[src/rtl/register_file_pkg.sv]
// Shared constants and port-slice helpers for the scoreboarded register file.
package register_file_pkg;

  localparam int DEFAULT_DATA_WIDTH    = 32;
  localparam int DEFAULT_ADDRESS_WIDTH = 5;
  localparam int ZERO_REGISTER         = 0;

  // Base bit offset of port `port` inside a packed bus of `width`-bit lanes.
  function automatic int slice_base(input int port, input int width);
    return port * width;
  endfunction

endpackage

[src/rtl/register_file_scoreboard_if.sv]
// Bus between issue/writeback (master) and the scoreboarded register file (slave).
interface register_file_scoreboard_if
  import register_file_pkg::*;
#(
  parameter int DATA_WIDTH    = DEFAULT_DATA_WIDTH,
  parameter int ADDRESS_WIDTH = DEFAULT_ADDRESS_WIDTH,
  parameter int READ_PORTS    = 2,
  parameter int WRITE_PORTS   = 1
) ();

  logic [READ_PORTS*ADDRESS_WIDTH-1:0]  read_address;
  logic [READ_PORTS*DATA_WIDTH-1:0]     read_data;
  logic [READ_PORTS-1:0]                read_ready;
  logic                                 reserve_enabled;
  logic [ADDRESS_WIDTH-1:0]             reserve_address;
  logic [WRITE_PORTS-1:0]               write_enabled;
  logic [WRITE_PORTS*ADDRESS_WIDTH-1:0] write_address;
  logic [WRITE_PORTS*DATA_WIDTH-1:0]    write_data;
  logic [(2**ADDRESS_WIDTH)-1:0]        busy_vector;

  modport master (
    output read_address, reserve_enabled, reserve_address,
           write_enabled, write_address, write_data,
    input  read_data, read_ready, busy_vector
  );

  modport slave (
    input  read_address, reserve_enabled, reserve_address,
           write_enabled, write_address, write_data,
    output read_data, read_ready, busy_vector
  );

endinterface

[src/rtl/register_read_port.sv]
// One read port: zero-register override, optional write forwarding, ready derivation.
// Forwarding is compiled in when REGISTER_FILE_BYPASS_EN is defined.
module register_read_port
  import register_file_pkg::*;
#(
  parameter int DATA_WIDTH    = DEFAULT_DATA_WIDTH,
  parameter int ADDRESS_WIDTH = DEFAULT_ADDRESS_WIDTH,
  parameter int WRITE_PORTS   = 1
) (
  input  logic [ADDRESS_WIDTH-1:0]             address,
  input  logic [DATA_WIDTH-1:0]                stored_data,
  input  logic                                 stored_busy,
`ifdef REGISTER_FILE_BYPASS_EN
  input  logic [WRITE_PORTS-1:0]               write_enabled,
  input  logic [WRITE_PORTS*ADDRESS_WIDTH-1:0] write_address,
  input  logic [WRITE_PORTS*DATA_WIDTH-1:0]    write_data,
`endif
  output logic [DATA_WIDTH-1:0]                data,
  output logic                                 ready
);

  // Later (higher-index) writers overwrite earlier ones, matching storage priority.
  // A same-cycle reservation only lands next cycle, so it never lowers ready here.
  always_comb begin
    data  = stored_data;
    ready = !stored_busy;
`ifdef REGISTER_FILE_BYPASS_EN
    for (int j = 0; j < WRITE_PORTS; j++) begin
      if (write_enabled[j] &&
          write_address[slice_base(j, ADDRESS_WIDTH) +: ADDRESS_WIDTH] == address) begin
        data  = write_data[slice_base(j, DATA_WIDTH) +: DATA_WIDTH];
        ready = 1'b1;
      end
    end
`endif
    if (address == ADDRESS_WIDTH'(ZERO_REGISTER)) begin
      data  = '0;
      ready = 1'b1;
    end
  end

endmodule

[src/rtl/register_file_scoreboard.sv]
// Multi-port register file with per-register pending-write (busy) scoreboard.
// Optional write-to-read forwarding under REGISTER_FILE_BYPASS_EN.
module register_file_scoreboard
  import register_file_pkg::*;
#(
  parameter int DATA_WIDTH    = DEFAULT_DATA_WIDTH,
  parameter int ADDRESS_WIDTH = DEFAULT_ADDRESS_WIDTH,
  parameter int READ_PORTS    = 2,
  parameter int WRITE_PORTS   = 1
) (
  input logic                 clock,
  input logic                 reset_n,
  register_file_scoreboard_if.slave bus
);

  localparam int DEPTH = 2 ** ADDRESS_WIDTH;
  localparam logic [ADDRESS_WIDTH-1:0] ZERO_ADDRESS = ADDRESS_WIDTH'(ZERO_REGISTER);

  logic [DATA_WIDTH-1:0] data_q [DEPTH];
  logic [DEPTH-1:0]      busy_q;

  // Nonblocking order encodes priority: higher write port beats lower, and a
  // reservation beats a write's busy clear (the new producer supersedes).
  always_ff @(posedge clock or negedge reset_n) begin
    if (!reset_n) begin
      for (int i = 0; i < DEPTH; i++) data_q[i] <= '0;
      busy_q <= '0;
    end else begin
      for (int j = 0; j < WRITE_PORTS; j++) begin
        if (bus.write_enabled[j] &&
            bus.write_address[slice_base(j, ADDRESS_WIDTH) +: ADDRESS_WIDTH] != ZERO_ADDRESS) begin
          data_q[bus.write_address[slice_base(j, ADDRESS_WIDTH) +: ADDRESS_WIDTH]] <=
            bus.write_data[slice_base(j, DATA_WIDTH) +: DATA_WIDTH];
          busy_q[bus.write_address[slice_base(j, ADDRESS_WIDTH) +: ADDRESS_WIDTH]] <= 1'b0;
        end
      end
      if (bus.reserve_enabled && bus.reserve_address != ZERO_ADDRESS)
        busy_q[bus.reserve_address] <= 1'b1;
    end
  end

  assign bus.busy_vector = busy_q;

  for (genvar k = 0; k < READ_PORTS; k++) begin : g_read
    logic [ADDRESS_WIDTH-1:0] port_address;
    assign port_address = bus.read_address[slice_base(k, ADDRESS_WIDTH) +: ADDRESS_WIDTH];

    register_read_port #(
      .DATA_WIDTH    (DATA_WIDTH),
      .ADDRESS_WIDTH (ADDRESS_WIDTH),
      .WRITE_PORTS   (WRITE_PORTS)
    ) u_port (
      .address       (port_address),
      .stored_data   (data_q[port_address]),
      .stored_busy   (busy_q[port_address]),
`ifdef REGISTER_FILE_BYPASS_EN
      .write_enabled (bus.write_enabled),
      .write_address (bus.write_address),
      .write_data    (bus.write_data),
`endif
      .data          (bus.read_data[slice_base(k, DATA_WIDTH) +: DATA_WIDTH]),
      .ready         (bus.read_ready[k])
    );
  end

endmodule
[src/flat_wrapper.sv]
// flat-port wrapper written by rule: the top's interface ports become plain ports
module register_file_scoreboard_flat import register_file_pkg::*;
#(
  parameter int DATA_WIDTH    = DEFAULT_DATA_WIDTH,
  parameter int ADDRESS_WIDTH = DEFAULT_ADDRESS_WIDTH,
  parameter int READ_PORTS    = 2,
  parameter int WRITE_PORTS   = 1
)
  (clock, reset_n, bus_read_address, bus_reserve_enabled, bus_reserve_address, bus_write_enabled, bus_write_address, bus_write_data, bus_read_data, bus_read_ready, bus_busy_vector);
  register_file_scoreboard_if #(.DATA_WIDTH(DATA_WIDTH), .ADDRESS_WIDTH(ADDRESS_WIDTH), .READ_PORTS(READ_PORTS), .WRITE_PORTS(WRITE_PORTS)) bus_i ();
  input logic clock;
  input logic reset_n;
  input wire logic [$bits(bus_i.read_address)-1:0] bus_read_address;
  input wire logic [$bits(bus_i.reserve_enabled)-1:0] bus_reserve_enabled;
  input wire logic [$bits(bus_i.reserve_address)-1:0] bus_reserve_address;
  input wire logic [$bits(bus_i.write_enabled)-1:0] bus_write_enabled;
  input wire logic [$bits(bus_i.write_address)-1:0] bus_write_address;
  input wire logic [$bits(bus_i.write_data)-1:0] bus_write_data;
  output wire logic [$bits(bus_i.read_data)-1:0] bus_read_data;
  output wire logic [$bits(bus_i.read_ready)-1:0] bus_read_ready;
  output wire logic [$bits(bus_i.busy_vector)-1:0] bus_busy_vector;
  assign bus_i.read_address = bus_read_address;
  assign bus_i.reserve_enabled = bus_reserve_enabled;
  assign bus_i.reserve_address = bus_reserve_address;
  assign bus_i.write_enabled = bus_write_enabled;
  assign bus_i.write_address = bus_write_address;
  assign bus_i.write_data = bus_write_data;
  assign bus_read_data = bus_i.read_data;
  assign bus_read_ready = bus_i.read_ready;
  assign bus_busy_vector = bus_i.busy_vector;
  register_file_scoreboard #(.DATA_WIDTH(DATA_WIDTH), .ADDRESS_WIDTH(ADDRESS_WIDTH), .READ_PORTS(READ_PORTS), .WRITE_PORTS(WRITE_PORTS)) u_core (.clock(clock), .reset_n(reset_n), .bus(bus_i));
endmodule
[config.mk]
export PLATFORM = sky130hd
export DESIGN_NAME = register_file_scoreboard_flat
export DESIGN_NICKNAME = d
export VERILOG_FILES = /design/src/rtl/register_file_pkg.sv /design/src/rtl/register_file_scoreboard_if.sv /design/src/rtl/register_read_port.sv /design/src/rtl/register_file_scoreboard.sv /design/src/flat_wrapper.sv
export SDC_FILE = /design/constraint.sdc
export NUM_CORES = 2
export LEC_CHECK = 0
export ABC_AREA = 1
export CAP_MARGIN = 0
export CORE_UTILIZATION = 28
export DETAILED_ROUTE_END_ITERATION = 10
export PLACE_DENSITY = 0.47
export RECOVER_POWER = 50
export SYNTH_ARGS = -nofsm -noshare
export SYNTH_HDL_FRONTEND = slang
export SYNTH_SLANG_ARGS = --single-unit
[constraint.sdc]
create_clock -name clock -period 3.7 [get_ports clock]
set_input_delay 0.37 -clock clock [delete_from_list [all_inputs] [get_ports clock]]
set_output_delay 0.37 -clock clock [all_outputs]
set_load 0.05 [all_outputs]
---- Yosys cells after proc, flatten, opt, wreduce, memory -nomap -nowiden ----
Index checks and enable logic that the tools add are counted.
word-level totals
  register bits after elaboration ......... 1,056
  bits of input ports ..................... 56
  output and inout port bits .............. 98
  word-level logic and storage cells ...... 83
cells by class
  order comparisons ....................... 10
  mux-type cells .......................... 23
  bitwise logic cells ..................... 6
  reductions and logical operators ........ 11
operator list
  kind                  count
  $bwmux W1024          1
  $bmux W32 S5          2
  $mux W32              9
  $demux W32 S5         1
  $and A32 B32 Y32      1
  $not A32 Y32          1
  $or A32 B32 Y32       1
  $lt A5 B6 Y1 const B  4
  $ge A6 B6 Y1 const B  3
  $not A5 Y6            3
  $bmux W1 S5           2
  $demux W1 S5          2
  $ge A5 B1 Y1 const B  2
  $logic_not A5 Y1      2
  $reduce_bool A5 Y1    2
  $lt A6 B1 Y1 const B  1
  $mux W1               6
  $logic_and A1 B1 Y1   5
  $logic_not A1 Y1      2

---- Logic depth before layout (Yosys ltp) ----
  depth in word-level cells ............... 9
  gate-level depth with buffers ........... 12
  gate-level depth less buffers ........... 9

---- Cells and area by module ----
Synthesis repeated with hierarchy kept, for this count alone.
unflattened totals
  cells, all modules ...................... 8,920
  area, all modules ....................... 59,605.9 um^2
by module, submodules not included
  module                    times used  cells each  area an instance (um^2)  seq. area each (um^2)
  register_file_scoreboard  1           8,776       58,982.8                 26,425.3
  register_read_port        2           72          311.5                    0.0

---- Worst setup path after synthesis ----
No wires, ideal clock.
  path kind ............................... input-to-output
  from .................................... input bus_read_address[0]
  to ...................................... output bus_read_data[22]
  data arrival time ....................... 2.060 ns
  data required time ...................... 3.330 ns
  slack ................................... 1.270 ns
  stages on the path ...................... 11
  path buffers ............................ 4
  path through ............................ buf_2 -> buf_4 -> buf_2 -> buf_4 -> a21oi_1 -> o21ai_0 -> nand2_1 -> nor2_1 -> nor2_1 -> nor2_1 -> nor2_1
between the ends
  cells in the longest elaborated chain, start to end .. 5
  elaborated cells between the ends (all ways) .. 6
  classes of those cells .................. mux: 4; bitwise: 1; reduce/logical: 1
ends and longest elaborated chain
  element                                       line                            RTL
  from (decl)                                   flat_wrapper.sv:13              input wire logic [$bits(bus_i.read_address)-1:0] bus_read_address;
  $not A5 Y6 (not written as such)              register_file_scoreboard.sv:54  .stored_data (data_q[port_address]),
  $bmux W32 S5                                  register_file_scoreboard.sv:54
  $mux W32 (not written as such) (2 in series)  register_file_scoreboard.sv:54
  $mux W32 (*)                                  register_read_port.sv:36        if (address == ADDRESS_WIDTH'(ZERO_REGISTER)) begin
  to (decl)                                     flat_wrapper.sv:19              output wire logic [$bits(bus_i.read_data)-1:0] bus_read_data;
Mark *: on every way between the ends. The rest lies on a longest branch, timed or not. The select of a mux whose other input is x is not followed.

---- Final worst setup path ----
  from .................................... input bus_read_address[1]
  to ...................................... output bus_read_data[29]
Same word-level chain as after synthesis.

==> results.json <==
{
  "status": "complete, but fails checks",
  "failed_checks": "capacitance limit, slew limit",
  "place_congestion": 0.856,
  "finalHoldViolations": 0,
  "drtAntennaViolNets": 0,
  "seq_area_um2": 26400,
  "grt_pass1_wl_um": 389000,
  "multi_input_area_um2": 28400,
  "die_h_um": 461,
  "p_switching_mw": 12.6,
  "final_cell_mix": "3,187 x nand2_1, 1,443 x nand3_1, 1,056 x dfrtp_1, 700 x o21ai_0, 609 x nor2_1",
  "peakVddDrop_uv": 530,
  "rsz0062_at_grt": "false",
  "routed_wl_um": 263000,
  "r2r-start": "u_core.data_q[130]",
  "routedWlPerCell_um": 23.3,
  "fmax_ghz": 0.302,
  "drive_above_1_share_pct": 6.88,
  "syn-num-nets": 8652,
  "tns_ns": 0,
  "layout_commonest_cell": "nand2_1",
  "p_seq_share_pct": 41.9,
  "grt_max_degree": 105,
  "grt-ovfl-total": 0,
  "cpPeakStageDelay_ns": 0.63,
  "core-area_um2": 210000,
  "post-route-period-util_pct": 89.5,
  "r2r_slack_ns": 2.87,
  "power_frac_clock_pct": 35.8,
  "worstReg2RegEnd": "u_core.data_q[130]",
  "p_leak_nw": 31.4,
  "ys_warn_count": 0,
  "holdPathStages": 3,
  "crit_slowest_cell": "nor2_1",
  "dp_worst_setup_slack_ns": 0.408,
  "cts_root_buffer": "clkbuf_16",
  "cts_tree": "yes",
  "nets": 8420,
  "vias": 59400,
  "p_per_area_nw_per_um2": 552,
  "ctsResizeCount": 0,
  "yosysSeqAreaShare_pct": 44.7,
  "slew_viol_final": 132,
  "clk_latency_ns": 0.79,
  "htreeDepth": 4,
  "dieWidth_um": 461,
  "synth.avg_cell_area_um2": 6.87,
  "intPower_mw": 25.3,
  "syn_to_final_growth_pct": 16.2,
  "path_max_fanout": 63,
  "yosysUniqueCellTypes": 25,
  "first_global_vias": 55900,
  "fp-row-count": 168,
  "design.die.area_um2": 213000,
  "rr_worst_depth": 2,
  "grt_usage_pct": 24.5,
  "worstPathArrival_ns": 2.94,
  "hold_path.class": "input pin to flop",
  "io_pins": 154,
  "period_needed_ns": 3.31,
  "n_fill_cell": 22400,
  "cap_violations": 2,
  "p_total_mw": 37.9,
  "path_cells": "buf_8 -> buf_12 -> nor3_1 -> nand3_2 -> buf_4 -> nand2_1 -> nor2_1 -> buf_12",
  "max_slew_margin_pct": -103,
  "drt_iter0_drc": 6603,
  "clock_sinks": 1056,
  "start_util_pct": 28.2,
  "dp_hpwl_um": 154000,
  "critPathKind": "input pin to output port",
  "crit_top_cell": "buf_12",
  "finClkSkew_ns": 0,
  "share_comb_of_total_power_pct": 22.3,
  "switching_share_pct": 33.4,
  "fin_ws_ns": 0.390,
  "ys_ff_latch": 1056,
  "clk_path_buf_depth": 3,
  "clk_pin_slew_ns": 0.05,
  "io_buffers": 153,
  "avgViaCountPerCell": 5.28,
  "dr.pass1.iters": 6,
  "cp.required_ns": 3.33,
  "min_to": "u_core.data_q[809]",
  "antenna_found_initial": 11,
  "drc": 0,
  "cp-end-kind": "output port",
  "startpoint_type": "input pin",
  "synth.cell_area_um2": 59100,
  "setup_violations": 0,
  "synth_cells": 8596,
  "tightest_slew_ns": 3.05,
  "min-delay-start": "bus_write_data[9]",
  "numCtsBuffers": 134
}
-- how the worst max path moves through the flow --
stage                        startpoint                 end  slack (ns)  cells past startpoint
detailed placement  bus_read_address[1]   bus_read_data[29]        0.41                      8
floorplan           bus_read_address[0]   bus_read_data[22]        1.27                     11
finish              bus_read_address[1]   bus_read_data[29]        0.39                      8
CTS                 bus_read_address[1]   bus_read_data[29]        0.40                      8
global route                    reset_n  u_core.data_q[132]        0.19                      4
global placement    bus_read_address[1]   bus_read_data[29]        0.39                      8
-- layer usage --
metal	track usage (%)	up-vias	wire length (µm)
li1	-	27400	-
met1	33.9	28900	115000
met2	38.3	2637	118000
met3	3.60	476	20400
met4	9.15	6	10100
met5	0	-	34
-- synth_stat cells --
cell type / number / share of area, %
nand2_1: 3187 / 20
nand3_1: 1444 / 12
dfrtp_1: 1056 / 45
o21ai_0: 699 / 5.9
nor2_1: 607 / 3.9
a21oi_1: 533 / 4.5
clkbuf_1: 325 / 2.1
buf_2: 310 / 2.6
inv_1: 142 / 0.90
buf_1: 81 / 0.51
buf_4: 52 / 0.66
o21ai_1: 51 / 0.43
clkinv_1: 19 / 0.12
inv_2: 19 / 0.12
o211ai_1: 18 / 0.23
a21oi_2: 16 / 0.24
nor2_4: 10 / 0.19
buf_6: 7 / 0.13
nor2_2: 5 / 0.053
nor3_1: 5 / 0.042
nand2_2: 3 / 0.032
nor3_2: 3 / 0.051
nor2_8: 2 / 0.068
nand2_4: 1 / 0.019
nand3_2: 1 / 0.017
-- sequential cells by signal, summed over array words and instances (netlist names) --
register and flops:
u_core.data_q 1024, u_core.bus.busy_vector 32
-- metrics by stage --
stage               hold slack, ns  cell area, µm²  utilization [%]  cells
finish                       0.223           68700             32.8  11300
global route                 0.250           68700             32.8  11300
CTS                          0.186           68800             32.8  11300
detailed placement           0.390           64400             30.7  11000
global placement             0.386           64400             30.7  11000
floorplan                   0.0744           59100                -   8596
-- power by group through the flow --
stage	Clock, mW	Combinational [mW]	Sequential [mW]
after CTS	13.8	8.47	15.8
after global routing	14.3	9.53	16.2
after floorplan	0	5.48	15.7
after global placement	0	8.33	16.0
final	13.6	8.46	15.9
after detailed placement	0	8.46	16.0
-- area by class of cell --
class / instances / share of cell area, %
antenna: 4 / 0.0146
clock buffer: 193 / 5.78
clock inverter: 39 / 0.720
inverter: 180 / 1.05
multi-input combinational: 6585 / 41.4
sequential: 1056 / 38.5
tap: 2805 / 5.11
timing repair buffer: 407 / 7.44
-- what timing repair did --
action | CTS | global route
hold endpoints to repair | 48 | 0
setup buffers | 0 | 0
hold buffers | 1 | 0
-- cells by family after synthesis --
logic type,after synthesis,share of synthesized area (%)
buf+inv,955,7.14
flops,1056,44.7
compound gates,1317,11.3
simple gates,5268,36.8
-- critical path, delay by kind of cell --
family | cells | cell delay [ns]
simple gates | 4 | 0.98
buf+inv | 4 | 1.49
(Power assumes the default switching activity.)
